--- config.mk ---
export PLATFORM = sky130hd
export DESIGN_NAME = spgd_perturb_seq_flat
export DESIGN_NICKNAME = d
export VERILOG_FILES = /design/src/rtl/spgd_perturb_seq_if.sv /design/src/rtl/spgd_perturb_seq.sv /design/src/flat_wrapper.sv
export SDC_FILE = /design/constraint.sdc
export NUM_CORES = 1
export LEC_CHECK = 0
export BUFFER_PORTS_ARGS = -buffer_cell sky130_fd_sc_hd__clkbuf_2
export CAP_MARGIN = 10
export CORE_ASPECT_RATIO = 1.4
export CORE_MARGIN = 1
export CORE_UTILIZATION = 35
export CTS_BUF_LIST = sky130_fd_sc_hd__clkbuf_8
export DETAILED_ROUTE_END_ITERATION = 8
export SYNTH_ARGS = -nofsm -noshare
export SYNTH_HDL_FRONTEND = slang
export SYNTH_SLANG_ARGS = --single-unit
--- constraint.sdc ---
create_clock -name clk -period 21 [get_ports clk]
set_input_delay 4.2 -clock clk [delete_from_list [all_inputs] [get_ports clk]]
set_output_delay 4.2 -clock clk [all_outputs]
set_load 0.005 [all_outputs]
--- src/rtl/spgd_perturb_seq_if.sv ---
// Actuator-write, metric-handshake and gradient-stream bundle of the SPGD perturbation sequencer.
// master = sequencer side (drives apply/meas_req/upd, receives meas_valid/meas_data);
// slave  = actuator DAC, metric ADC and update-stage side.
interface spgd_perturb_seq_if #(
  parameter int NCH          = 8,
  parameter int RNG_WIDTH    = 12,
  parameter int METRIC_WIDTH = 16
);
  localparam int IW = (NCH > 1) ? $clog2(NCH) : 1;

  logic                           apply_valid;
  logic [IW-1:0]                  apply_idx;
  logic signed [RNG_WIDTH-1:0]    apply_val;
  logic                           meas_req;
  logic                           meas_valid;
  logic [METRIC_WIDTH-1:0]        meas_data;
  logic                           upd_valid;
  logic [IW-1:0]                  upd_idx;
  logic signed [RNG_WIDTH-1:0]    upd_pert;
  logic signed [METRIC_WIDTH:0]   upd_dj;

  modport master (
    output apply_valid, apply_idx, apply_val, meas_req,
    output upd_valid, upd_idx, upd_pert, upd_dj,
    input  meas_valid, meas_data
  );

  modport slave (
    input  apply_valid, apply_idx, apply_val, meas_req,
    input  upd_valid, upd_idx, upd_pert, upd_dj,
    output meas_valid, meas_data
  );
endinterface

--- src/rtl/spgd_perturb_seq.sv ---
// SPGD iteration sequencer: captures u from the dual-output Gaussian RNG, applies +u then -u to the
// actuators, handshakes a metric after each settle period and streams (u, J+ - J-) per channel.
// Ports: clk/rst (async, active high), start (level, run back to back), rng_0/rng_1 (RNG samples),
// bus (apply/meas/upd bundle, master side), busy, iter_cnt (completed iterations), timeout_err.
// Optional: define SPGD_SEQ_TIMEOUT_EN to abort an iteration when the metric never answers.
module spgd_perturb_seq #(
  parameter int NCH          = 8,
  parameter int RNG_WIDTH    = 12,
  parameter int METRIC_WIDTH = 16,
  parameter int SETTLE_CYC   = 16,
  parameter int TIMEOUT_CYC  = 255
) (
  input  logic                        clk,
  input  logic                        rst,
  input  logic                        start,
  input  logic signed [RNG_WIDTH-1:0] rng_0,
  input  logic signed [RNG_WIDTH-1:0] rng_1,
  spgd_perturb_seq_if.master          bus,
  output logic                        busy,
  output logic [15:0]                 iter_cnt,
  output logic                        timeout_err
);
  localparam int IW    = (NCH > 1) ? $clog2(NCH) : 1;
  localparam int CMAX0 = (NCH > SETTLE_CYC) ? NCH : SETTLE_CYC;
  localparam int CMAX  = (CMAX0 > TIMEOUT_CYC) ? CMAX0 : TIMEOUT_CYC;
  localparam int CW    = $clog2(CMAX + 1);

  typedef enum logic [3:0] {
    IDLE, FILL, APPLY_P, SETTLE_P, MEAS_P, APPLY_M, SETTLE_M, MEAS_M, UPDATE
  } state_t;

  state_t                      state, state_n;
  logic [CW-1:0]               cnt, cnt_n;
  logic signed [RNG_WIDTH-1:0] store   [NCH];
  logic signed [RNG_WIDTH-1:0] store_n [NCH];
  logic [METRIC_WIDTH-1:0]     jp, jp_n, jm, jm_n;
  logic                        done;
  logic [IW-1:0]               pair_lo;
  logic [IW-1:0]               cidx;
`ifdef SPGD_SEQ_TIMEOUT_EN
  logic                        to_set;
`endif

  // Negation of the most negative code has no representation; clamp it to the positive limit.
  function automatic logic signed [RNG_WIDTH-1:0] neg_sat(input logic signed [RNG_WIDTH-1:0] v);
    if (v == {1'b1, {(RNG_WIDTH-1){1'b0}}})
      return {1'b0, {(RNG_WIDTH-1){1'b1}}};
    return -v;
  endfunction

  always_comb begin
    state_n = state;
    cnt_n   = cnt;
    store_n = store;
    jp_n    = jp;
    jm_n    = jm;
    done    = 1'b0;
    pair_lo = IW'({cnt, 1'b0});
`ifdef SPGD_SEQ_TIMEOUT_EN
    to_set  = 1'b0;
`endif
    case (state)
      IDLE: if (start) begin
        state_n = FILL;
        cnt_n   = '0;
      end
      FILL: begin
        store_n[pair_lo]         = rng_0;
        store_n[pair_lo | IW'(1)] = rng_1;
        if (cnt == CW'(NCH/2 - 1)) begin state_n = APPLY_P; cnt_n = '0; end
        else cnt_n = cnt + CW'(1);
      end
      APPLY_P, APPLY_M: begin
        if (cnt == CW'(NCH - 1)) begin
          state_n = (state == APPLY_P) ? SETTLE_P : SETTLE_M;
          cnt_n   = '0;
        end else cnt_n = cnt + CW'(1);
      end
      SETTLE_P, SETTLE_M: begin
        if (cnt == CW'(SETTLE_CYC - 1)) begin
          state_n = (state == SETTLE_P) ? MEAS_P : MEAS_M;
          cnt_n   = '0;
        end else cnt_n = cnt + CW'(1);
      end
      MEAS_P, MEAS_M: begin
        if (bus.meas_valid) begin
          if (state == MEAS_P) begin jp_n = bus.meas_data; state_n = APPLY_M; end
          else                 begin jm_n = bus.meas_data; state_n = UPDATE;  end
          cnt_n = '0;
        end
`ifdef SPGD_SEQ_TIMEOUT_EN
        else if (cnt == CW'(TIMEOUT_CYC - 1)) begin
          to_set  = 1'b1;
          state_n = IDLE;
          cnt_n   = '0;
        end else cnt_n = cnt + CW'(1);
`endif
      end
      UPDATE: begin
        if (cnt == CW'(NCH - 1)) begin
          done    = 1'b1;
          state_n = start ? FILL : IDLE;
          cnt_n   = '0;
        end else cnt_n = cnt + CW'(1);
      end
      default: state_n = IDLE;
    endcase
    cidx = IW'(cnt_n);
  end

  // Outputs are registered from the next-state values so they line up with the state they describe;
  // store_n is used so the first APPLY_P write sees the pair captured on the final FILL edge.
  always_ff @(posedge clk or posedge rst) begin
    if (rst) begin
      state           <= IDLE;
      cnt             <= '0;
      store           <= '{default: '0};
      jp              <= '0;
      jm              <= '0;
      bus.apply_valid <= 1'b0;
      bus.apply_idx   <= '0;
      bus.apply_val   <= '0;
      bus.meas_req    <= 1'b0;
      bus.upd_valid   <= 1'b0;
      bus.upd_idx     <= '0;
      bus.upd_pert    <= '0;
      bus.upd_dj      <= '0;
      busy            <= 1'b0;
      iter_cnt        <= '0;
    end else begin
      state           <= state_n;
      cnt             <= cnt_n;
      store           <= store_n;
      jp              <= jp_n;
      jm              <= jm_n;
      bus.apply_valid <= (state_n == APPLY_P) || (state_n == APPLY_M);
      bus.apply_idx   <= ((state_n == APPLY_P) || (state_n == APPLY_M)) ? cidx : '0;
      bus.apply_val   <= (state_n == APPLY_P) ? store_n[cidx] :
                         (state_n == APPLY_M) ? neg_sat(store_n[cidx]) : '0;
      bus.meas_req    <= ((state_n == SETTLE_P) || (state_n == SETTLE_M)) &&
                         (cnt_n == CW'(SETTLE_CYC - 1));
      bus.upd_valid   <= (state_n == UPDATE);
      bus.upd_idx     <= (state_n == UPDATE) ? cidx : '0;
      bus.upd_pert    <= (state_n == UPDATE) ? store_n[cidx] : '0;
      bus.upd_dj      <= (state_n == UPDATE) ? ({1'b0, jp_n} - {1'b0, jm_n}) : '0;
      busy            <= (state_n != IDLE);
      if (done) iter_cnt <= iter_cnt + 16'd1;
    end
  end

`ifdef SPGD_SEQ_TIMEOUT_EN
  always_ff @(posedge clk or posedge rst) begin
    if (rst)         timeout_err <= 1'b0;
    else if (to_set) timeout_err <= 1'b1;
  end
`else
  assign timeout_err = 1'b0;
`endif
endmodule

--- src/flat_wrapper.sv ---
// flat-port wrapper written by rule: the top's interface ports become plain ports
module spgd_perturb_seq_flat 
#(
  parameter int NCH          = 8,
  parameter int RNG_WIDTH    = 12,
  parameter int METRIC_WIDTH = 16,
  parameter int SETTLE_CYC   = 16,
  parameter int TIMEOUT_CYC  = 255
)
  (clk, rst, start, rng_0, rng_1, busy, iter_cnt, timeout_err, bus_apply_valid, bus_apply_idx, bus_apply_val, bus_meas_req, bus_upd_valid, bus_upd_idx, bus_upd_pert, bus_upd_dj, bus_meas_valid, bus_meas_data);
  spgd_perturb_seq_if #(.NCH(NCH), .RNG_WIDTH(RNG_WIDTH), .METRIC_WIDTH(METRIC_WIDTH)) bus_i ();
  input  logic clk;
  input  logic rst;
  input  logic start;
  input  logic signed [RNG_WIDTH-1:0] rng_0;
  input  logic signed [RNG_WIDTH-1:0] rng_1;
  output logic busy;
  output logic [15:0] iter_cnt;
  output logic timeout_err;
  output wire logic [$bits(bus_i.apply_valid)-1:0] bus_apply_valid;
  output wire logic [$bits(bus_i.apply_idx)-1:0] bus_apply_idx;
  output wire logic [$bits(bus_i.apply_val)-1:0] bus_apply_val;
  output wire logic [$bits(bus_i.meas_req)-1:0] bus_meas_req;
  output wire logic [$bits(bus_i.upd_valid)-1:0] bus_upd_valid;
  output wire logic [$bits(bus_i.upd_idx)-1:0] bus_upd_idx;
  output wire logic [$bits(bus_i.upd_pert)-1:0] bus_upd_pert;
  output wire logic [$bits(bus_i.upd_dj)-1:0] bus_upd_dj;
  input wire logic [$bits(bus_i.meas_valid)-1:0] bus_meas_valid;
  input wire logic [$bits(bus_i.meas_data)-1:0] bus_meas_data;
  assign bus_apply_valid = bus_i.apply_valid;
  assign bus_apply_idx = bus_i.apply_idx;
  assign bus_apply_val = bus_i.apply_val;
  assign bus_meas_req = bus_i.meas_req;
  assign bus_upd_valid = bus_i.upd_valid;
  assign bus_upd_idx = bus_i.upd_idx;
  assign bus_upd_pert = bus_i.upd_pert;
  assign bus_upd_dj = bus_i.upd_dj;
  assign bus_i.meas_valid = bus_meas_valid;
  assign bus_i.meas_data = bus_meas_data;
  spgd_perturb_seq #(.NCH(NCH), .RNG_WIDTH(RNG_WIDTH), .METRIC_WIDTH(METRIC_WIDTH), .SETTLE_CYC(SETTLE_CYC), .TIMEOUT_CYC(TIMEOUT_CYC)) u_core (.clk(clk), .rst(rst), .start(start), .rng_0(rng_0), .rng_1(rng_1), .bus(bus_i), .busy(busy), .iter_cnt(iter_cnt), .timeout_err(timeout_err));
endmodule
==> metrics.csv <==
metric,value,unit
status,completed,
drc,0,
ys_types,69,
max_freq,127,MHz
p_leak,0.00567,uW
finalMaxSlewViolations,0,
r2r_slack,15.73,ns
grt_max_degree,131,
grt_pass1_wl,36600,microns
crit_chain,clkbuf_2 > nand2_1 > nor2_1 > nand2_1 > mux2_2 > inv_1 > ha_1 > inv_1 > fa_1 > a21o_1 > a21oi_1 > o21ai_0 > a21oi_1 > nor2b_1 > o21a_1 > o31a_1 > o41ai_1 > o21ai_0 > xnor2_1 > nor2_1,
layout.nets,1007,
placed_cell_area,10800,sq um
start_util,35.8,%
timing.final.ws_setup,13.12,ns
final_area,11600,sq um
cts_num_sinks,207,
yosys_warnings,0,
maxSlewHeadroom,33.6,%
min_path_type,register to register,
diodes,0,
antenna_found_initial,0,
pre_cts_ws,12.54,ns
ant_nets,0,
io_pins,112,
cp_slowest_cell,nand2_1,
period_share,37.5,%
cp-start-kind,input port,
finalSetupTns,0,ns
first_pass_iters,4,
synth_cells,818,
clk_pin_slew,0.06,ns
post-route-min-period,7.88,ns
synth_edf_count,0,
clockRootBuffer,clkbuf_8,
synth.avg_cell_area,12.1,sq um
maxCapViolations,0,
vias,6565,
worst_setup_path_end_kind,register,
area_growth,16.8,%
synthesis.area,9930,sq um
dp_hpwl,15100,microns
grt.overflow.total,0,
post_cts_buffers,0,
yosysMostFrequentCell,dfrtp_1,
worstSkewPairLatency,0.53,ns
cp.arrival,8.26,ns
critPathKind,input port to register,
clock_path_buffers,3,
dieArea,29100,sq um
layout-drive-gt1-share,32.3,%
portBuffers,110,
cts-htree-levels,2,
seq_area_frac_synth,52.2,%
ir_drop,0.0000855,V
synth_top_area_share,52.2,%
num_rows,72,
netlist_top_cells_count,"dfrtp_1, mux2_2, mux2i_1, nor2_1, inv_1",
numCtsBuffers,35,
slowest_delay,0.59,ns
routedWlPerCell,16.9,microns
final_util,41.8,%
skew,0.0307,ns
finalHoldViolations,0,
ys.flop_type,dfrtp_1,
fp.coreArea,27700,sq um
ys_ff_latch,207,
synthArstFlopShare,100,%
hold_ws,0.467,ns
track_usage,16.2,%
cts_hold_buffers,0,
cts_resized,0,
wl,22600,microns
die_w,144,microns
setup_viol_count_final,0,
rsz0062_at_grt,false,
tightest_slew,0.995,ns
die_h,201,microns
power.density,179,nW/um^2
drt_iter0_markers,299,
synthTopCellsByArea,"dfrtp_1, mux2_2, mux2i_1",
cts_tree,yes,
synth_nets,886,
vias_per_cell,4.92,
gp_congestion,0.842,
yosys.area.top_type,dfrtp_1,
grt_pass1_vias,6797,
crit_fanout,16,
worstPathRequired,21.38,ns
[registers in the layout, indices dropped and copies added, names as in the netlist]
register / count
u_core.store: 96
u_core.bus.upd_dj: 17
u_core.iter_cnt: 16
u_core.jm: 16
u_core.jp: 16
u_core.bus.apply_val: 12
u_core.bus.upd_pert: 12
u_core.cnt: 8
u_core.state: 4
u_core.bus.apply_idx: 3
u_core.bus.upd_idx: 3
u_core.bus.apply_valid: 1
u_core.bus.meas_req: 1
u_core.bus.upd_valid: 1
u_core.busy: 1
[kinds of logic after synthesis]
family,count (synthesis),synth area share [%]
muxes,209,22.7
DFF,207,52.2
and+or+nand+nor,178,9.34
AOI/OAI and AO/OA,93,6.61
buffers and inverters,79,3.64
xor gates and xnor gates,27,2.38
adders and majority gates,24,3.10
other,1,0.0378
[metal layers]
metal / share of wire (%) / track usage, % / vias up
li1: - / - / 3135
met3: 6.3 / 4.69 / 38
met2: 49 / 26.5 / 140
met1: 43 / 20.3 / 3252
met4: 2.3 / 5.41 / 0
met5: 0 / 0 / -
[worst max-delay path: cells and delay by family]
| kind | cells | cell delay (ns) |
|---|---|---|
| buffers and inverters | 3 | 0.22 |
| adders and majority gates | 2 | 0.55 |
| xor gates and xnor gates | 1 | 0.17 |
| muxes | 1 | 0.42 |
| and+or+nand+nor | 5 | 0.91 |
| AOI/OAI and AO/OA | 8 | 1.76 |
[report_power, final]
part	switching, uW	internal, uW	total, uW	leakage [uW]
registers	54.6	547	601	0.00260
logic	607	481	1090	0.00265
clock network	165	226	390	0.000426
total	826	1250	2080	0.00567
[cells in the final DEF (no fill, tap or decap), types with 20 or more instances in the layout]
cell / count
nor2_1: 56
mux2_2: 126
nand3_1: 20
mux2i_1: 81
nand2_1: 30
clkbuf_8: 44
o21ai_0: 24
clkbuf_2: 110
ha_1: 23
inv_1: 53
dfrtp_1: 207
[path summary, 6_finish.rpt]
check                                           startpoint                           endpoint  depth (start not counted)
setup / recovery                            bus_meas_valid    u_core.bus.upd_dj[14]$_DFF_PP0_                         20
hold / removal             u_core.iter_cnt[15]$_DFFE_PP0P_    u_core.iter_cnt[15]$_DFFE_PP0P_                          1
setup reg to reg                   u_core.cnt[4]$_DFF_PP0_  u_core.bus.apply_val[4]$_DFF_PP0_                         12
hold reg to reg            u_core.iter_cnt[15]$_DFFE_PP0P_    u_core.iter_cnt[15]$_DFFE_PP0P_                          1
max in group asynchronous                              rst            u_core.jm[10]$_DFF_PP0_                          3
min in group asynchronous                              rst     u_core.iter_cnt[0]$_DFFE_PP0P_                          2
[metrics by stage]
stage,std cells,power (uW)
floorplan,818,1470
global placement,1272,1690
detailed placement,1272,1700
CTS,1333,2110
global route,1333,2250
finish,1333,2080
[cell type report]
| class | count | area, sq um |
|---|---|---|
| fillers | 2723 | 16100 |
| flip-flops and latches | 207 | 5180 |
| multi-input cells | 532 | 4410 |
| repair buffers | 119 | 618 |
| clock buffers | 44 | 606 |
| well taps | 370 | 463 |
| inverters | 44 | 173 |
| clock inverters | 17 | 153 |
(Power assumes the default switching activity.)
